[config.mk]
export PLATFORM = sky130hd
export DESIGN_NAME = fifo_wr_arbiter
export DESIGN_NICKNAME = d
export VERILOG_FILES = /design/src/rtl/fifo_arb_pkg.sv /design/src/rtl/fifo_rr_pick.sv /design/src/rtl/fifo_wr_arbiter.sv
export SDC_FILE = /design/constraint.sdc
export NUM_CORES = 1
export LEC_CHECK = 0
export ABC_AREA = 0
export CAP_MARGIN = 10
export CORE_ASPECT_RATIO = 0.8
export CORE_MARGIN = 5
export CORE_UTILIZATION = 36
export CTS_BUF_LIST = sky130_fd_sc_hd__clkbuf_2 sky130_fd_sc_hd__clkbuf_4 sky130_fd_sc_hd__clkbuf_8
export DETAILED_ROUTE_END_ITERATION = 6
export HOLD_SLACK_MARGIN = 0.03
export PLACE_DENSITY = 0.85
export SETUP_SLACK_MARGIN = 0.5
export SYNTH_ARGS = -nofsm -noshare
export SYNTH_HDL_FRONTEND = slang
export SYNTH_SLANG_ARGS = --single-unit
[constraint.sdc]
create_clock -name clk -period 3.1 [get_ports clk]
set_clock_uncertainty 0.2 [all_clocks]
set_input_delay 0.93 -clock clk [delete_from_list [all_inputs] [get_ports clk]]
set_output_delay 0.93 -clock clk [all_outputs]
set_load 0.01 [all_outputs]
[src/rtl/fifo_arb_pkg.sv]
// rtl/fifo_arb_pkg.sv - shared types and constants for the FIFO write-port arbiter
package fifo_arb_pkg;

    typedef enum logic {
        ST_IDLE = 1'b0,
        ST_LOCK = 1'b1
    } arb_state_t;

    localparam int DEF_DATA_W = 8;
    localparam int FIFO_DEPTH = 8;

    // Requester id width; a single-bit id is kept even for degenerate counts
    function automatic int id_width(input int n);
        return (n > 1) ? $clog2(n) : 1;
    endfunction

endpackage

[src/rtl/fifo_rr_pick.sv]
// rtl/fifo_rr_pick.sv - combinational round-robin picker: first requester after rr_ptr, wrapping
module fifo_rr_pick #(
    parameter int NUM_REQ = 4,
    parameter int ID_W    = 2
) (
    input  logic [NUM_REQ-1:0] req,
    input  logic [ID_W-1:0]    rr_ptr,
    output logic [ID_W-1:0]    winner,
    output logic               any
);

    int              idx;
    logic [ID_W-1:0] idx_w;

    always_comb begin
        winner = '0;
        any    = 1'b0;
        idx    = 0;
        idx_w  = '0;
        // Start one past the last owner so it has lowest priority this round
        for (int i = 1; i <= NUM_REQ; i++) begin
            idx   = (int'(rr_ptr) + i) % NUM_REQ;
            idx_w = ID_W'(idx);
            if (!any && req[idx_w]) begin
                any    = 1'b1;
                winner = idx_w;
            end
        end
    end

endmodule

[src/rtl/fifo_wr_arbiter.sv]
// rtl/fifo_wr_arbiter.sv - packet-locked round-robin arbiter for a sync FIFO write port
// Optional build macro FIFO_ARB_AF_THROTTLE_EN: no new packet starts while the FIFO is almost full.
module fifo_wr_arbiter
    import fifo_arb_pkg::*;
#(
    parameter  int NUM_REQ = 4,
    parameter  int DATA_W  = DEF_DATA_W,
    parameter  int TIMEOUT = 16,
    localparam int ID_W    = id_width(NUM_REQ)
) (
    input  logic                      clk,
    input  logic                      rst_n,
    input  logic [NUM_REQ-1:0]        req_valid,
    input  logic [NUM_REQ*DATA_W-1:0] req_data,
    input  logic [NUM_REQ-1:0]        req_last,
    output logic [NUM_REQ-1:0]        req_ready,
    output logic                      wr_enb,
    output logic [DATA_W-1:0]         wr_data,
    input  logic                      fifo_full,
    input  logic                      fifo_almost_full,
    input  logic                      fifo_overrun,
    output logic [ID_W-1:0]           grant_id,
    output logic                      busy,
    input  logic                      clear_err,
    output logic                      err_overrun,
    output logic                      err_timeout
);

    localparam int              CNT_W    = (TIMEOUT > 1) ? $clog2(TIMEOUT) : 1;
    localparam logic [CNT_W-1:0] CNT_LAST = CNT_W'((TIMEOUT > 0) ? TIMEOUT - 1 : 0);

    arb_state_t       state;
    logic [ID_W-1:0]  owner;
    logic [ID_W-1:0]  rr_ptr;
    logic [ID_W-1:0]  pick_id;
    logic             pick_any;
    logic [CNT_W-1:0] idle_cnt;
    logic             gate_open;
    logic             locked;
    logic             owner_valid;
    logic             owner_last;
    logic             timeout_hit;

`ifdef FIFO_ARB_AF_THROTTLE_EN
    assign gate_open = !fifo_full && !fifo_almost_full;
`else
    logic unused_almost_full;
    assign unused_almost_full = fifo_almost_full;
    assign gate_open          = !fifo_full;
`endif

    fifo_rr_pick #(
        .NUM_REQ (NUM_REQ),
        .ID_W    (ID_W)
    ) u_pick (
        .req    (req_valid),
        .rr_ptr (rr_ptr),
        .winner (pick_id),
        .any    (pick_any)
    );

    assign locked      = (state == ST_LOCK);
    assign owner_valid = req_valid[owner];
    assign owner_last  = req_last[owner];

    // A stalled FIFO is not the owner's fault, so fifo_full freezes the idle count
    assign timeout_hit = (TIMEOUT != 0) && locked && !fifo_full && !owner_valid
                         && (idle_cnt == CNT_LAST);

    always_comb begin
        req_ready = '0;
        if (locked) begin
            req_ready[owner] = !fifo_full;
        end
    end

    assign wr_enb   = locked && owner_valid && !fifo_full;
    assign wr_data  = locked ? req_data[owner*DATA_W +: DATA_W] : '0;
    assign busy     = locked;
    assign grant_id = owner;

    always_ff @(posedge clk or negedge rst_n) begin
        if (!rst_n) begin
            state       <= ST_IDLE;
            owner       <= '0;
            rr_ptr      <= ID_W'(NUM_REQ - 1);
            idle_cnt    <= '0;
            err_overrun <= 1'b0;
            err_timeout <= 1'b0;
        end else begin
            case (state)
                ST_IDLE: begin
                    idle_cnt <= '0;
                    if (pick_any && gate_open) begin
                        owner <= pick_id;
                        state <= ST_LOCK;
                    end
                end
                ST_LOCK: begin
                    if (wr_enb && owner_last) begin
                        state    <= ST_IDLE;
                        rr_ptr   <= owner;
                        idle_cnt <= '0;
                    end else if (timeout_hit) begin
                        state    <= ST_IDLE;
                        rr_ptr   <= owner;
                        idle_cnt <= '0;
                    end else if (owner_valid) begin
                        idle_cnt <= '0;
                    end else if (!fifo_full) begin
                        idle_cnt <= idle_cnt + CNT_W'(1);
                    end
                end
                default: state <= ST_IDLE;
            endcase

            // Setting wins over clearing so an event in the clear cycle is not lost
            if (fifo_overrun) begin
                err_overrun <= 1'b1;
            end else if (clear_err) begin
                err_overrun <= 1'b0;
            end
            if (timeout_hit) begin
                err_timeout <= 1'b1;
            end else if (clear_err) begin
                err_timeout <= 1'b0;
            end
        end
    end

endmodule

==> results.json <==
{
  "outcome": "completed",
  "p_switching_mw": 0.459,
  "rsz0062_at_grt": "yes",
  "synthArstFlopShare_pct": 100,
  "antenna_left": 0,
  "holdWs_ns": 0.289,
  "grt_max_degree": 14,
  "gr-usage-all-layers_pct": 19.4,
  "viasPerCell": 5.15,
  "fin_util_pct": 70.5,
  "fp.dieW_um": 67.0,
  "firstDrtPassIters": 4,
  "worstMarginPinSlew_ns": 0.501,
  "synthToLayoutAreaGrowth_pct": 85.3,
  "p_sw_share_pct": 36.2,
  "place_congestion": 0.841,
  "fin_crit_sh_pct": 94.7,
  "setup_viol": 0,
  "cap_violations": 0,
  "max_freq_mhz": 341,
  "tritoncts": "yes",
  "worst_skew_pair.late_latency_ns": 0.27,
  "cts_made_buffers": 3,
  "p_int_mw": 0.808,
  "dominantRegCellSynth": "dfrtp_1",
  "nets": 213,
  "synthAdderAreaFrac_pct": 1.34,
  "grt_antenna_before_repair": 0,
  "fin_area_um2": 1740,
  "p_total_mw": 1.27,
  "synth-seq-cells": 11,
  "hold_class": "flip-flop to flip-flop",
  "cts_sinks": 11,
  "htree_num_levels": 1,
  "rows": 16,
  "ctsRootBufferMaster": "clkbuf_4",
  "comb_power_share_pct": 70.7,
  "max-slew-margin-rel_pct": 66.5,
  "dp_cells": 195,
  "via_count": 1036,
  "clkSlewWorstSetupHoldPaths_ns": 0.06,
  "syn_inst": 90,
  "globalRoute.totalOverflow": 0,
  "clockBufferDepth": 2,
  "synth_top_family_by_area": "multiplexers",
  "wl_per_cell_um": 18.0,
  "power_density_nw_per_um2": 730,
  "synth.distinct_cells": 33,
  "fp.dieH_um": 55.6,
  "mostFrequentLayoutCells": "buf_6, buf_2, buf_4",
  "drc": 0,
  "hold_violations": 0,
  "crit_type": "input pin to output pin",
  "drt_wl_total_mm": 3.61,
  "synthMuxAreaShare_pct": 31.8,
  "slew_violations": 0,
  "crit_fanout": 2,
  "finalWorstPathRequiredPeriod_ns": 2.93,
  "cp.required_ns": 1.97,
  "hpwl_mm": 2.93,
  "synthSimpleGateAreaFrac_pct": 19.8,
  "synth_xor_area_share_pct": 0.935,
  "sequentialPowerShare_pct": 20.9,
  "drive_gt1_share_pct": 60.0,
  "max-vdd-ir-drop_uv": 414,
  "cp-end-kind": "output pin",
  "dp_slack_ns": -0.515,
  "dieArea_um2": 3730,
  "worst_slack_ns": 0.165,
  "ys_seq_area_share_pct": 29.6,
  "initialDrtViolationCount": 56,
  "place_area_um2": 1710,
  "syn_area_um2": 937,
  "ys_warn_count": 0,
  "ioPinCount": 64,
  "start_kind": "input pin",
  "arrival_ns": 1.80,
  "synth_edf_count": 0,
  "final.setup.tns_ns": 0,
  "finalNonFillerCells": 201,
  "grt_pass1_wl_mm": 5.58,
  "synth_compound_area_share_pct": 12.6,
  "syn-num-nets": 137,
  "power_frac_clock_pct": 8.5,
  "initial_core_util_pct": 38.1,
  "leakage_nw": 0.798,
  "syn_avg_cell_area_um2": 10.4,
  "numPortBuffers": 62,
  "layout.cells.most_common": "buf_6",
  "diodes": 0,
  "grt_pass1_vias": 1120,
  "core_area_um2": 2460
}
registers in the layout, summed over array words and instances, names as in the netlist:
register     flops
err_overrun      1
idle_cnt         4
rr_ptr           2
busy             1
grant_id         2
err_timeout      1
synth_stat cells, types with 2 or more instances:
master,number,area [um^2]
and3_1,2,12.5
and2_1,9,56.3
inv_1,2,7.51
nor2b_1,2,12.5
mux4_2,5,113
mux2i_1,2,20.0
clkbuf_1,5,18.8
nor3_1,2,10.0
nor2_1,8,30.0
dfrtp_1,9,225
mux2_2,2,22.5
nand2_1,5,18.8
nand2b_1,3,18.8
mux4_1,5,131
dfstp_2,2,52.6
a21oi_1,6,30.0
o21ai_0,5,25.0
critical path: stages:
cell,delay [ns]
buf_6,0.09
mux4_2,0.51
and2_4,0.17
buf_6,0.11
cell type report:
type	instances	area, um^2
Clock buffer	4	30.0
Fill cell	182	726
Inverter	2	7.51
Multi-Input combinational cell	71	669
Sequential cell	11	279
Tap cell	36	45.0
Timing Repair Buffer	77	706
cell families after synthesis:
| logic type | after synthesis |
|---|---|
| AND/OR/NAND/NOR | 35 |
| AO/OA/AOI/OAI | 19 |
| multiplexers | 15 |
| flip-flops | 11 |
| buffers and inverters | 8 |
| XOR/XNOR | 1 |
| adder cells (fa/ha/maj) | 1 |
path summary, 6_finish.rpt:
path,startpoint,to,slack (ns),cells past startpoint
max,req_valid[3],wr_enb,0.17,4
min,err_overrun,err_overrun,0.29,1
max reg2reg,grant_id[0],rr_ptr[0],0.91,6
min reg2reg,err_overrun,err_overrun,0.29,1
max in group asynchronous,rst_n,grant_id[1],1.55,1
min in group asynchronous,rst_n,busy,0.79,1
power by group through the flow:
stage          registers (mW)  logic, mW  clock network, mW
3_3_place_gp            0.257      0.836                  0
6_report                0.264      0.895              0.107
3_5_place_dp            0.263      0.862                  0
5_1_grt                 0.273      0.961              0.115
2_1_floorplan           0.240      0.512                  0
4_1_cts                 0.261      0.878              0.108
metal layers:
metal	GRT usage, %	vias to the layer above	part of all wire, %
li1	-	486	-
met1	21.8	483	37
met2	32.9	58	47
met3	7.68	9	13
met4	6.07	0	2.6
met5	0	-	0
timing repair:
item | in CTS | in global routing
buffers inserted | 1 | 1
setup endpoints to repair | 15 | 15
hold buffers | 0 | 0
resized for setup | 205 | 5
pin swaps | 12 | 2
(Power assumes the default switching activity.)
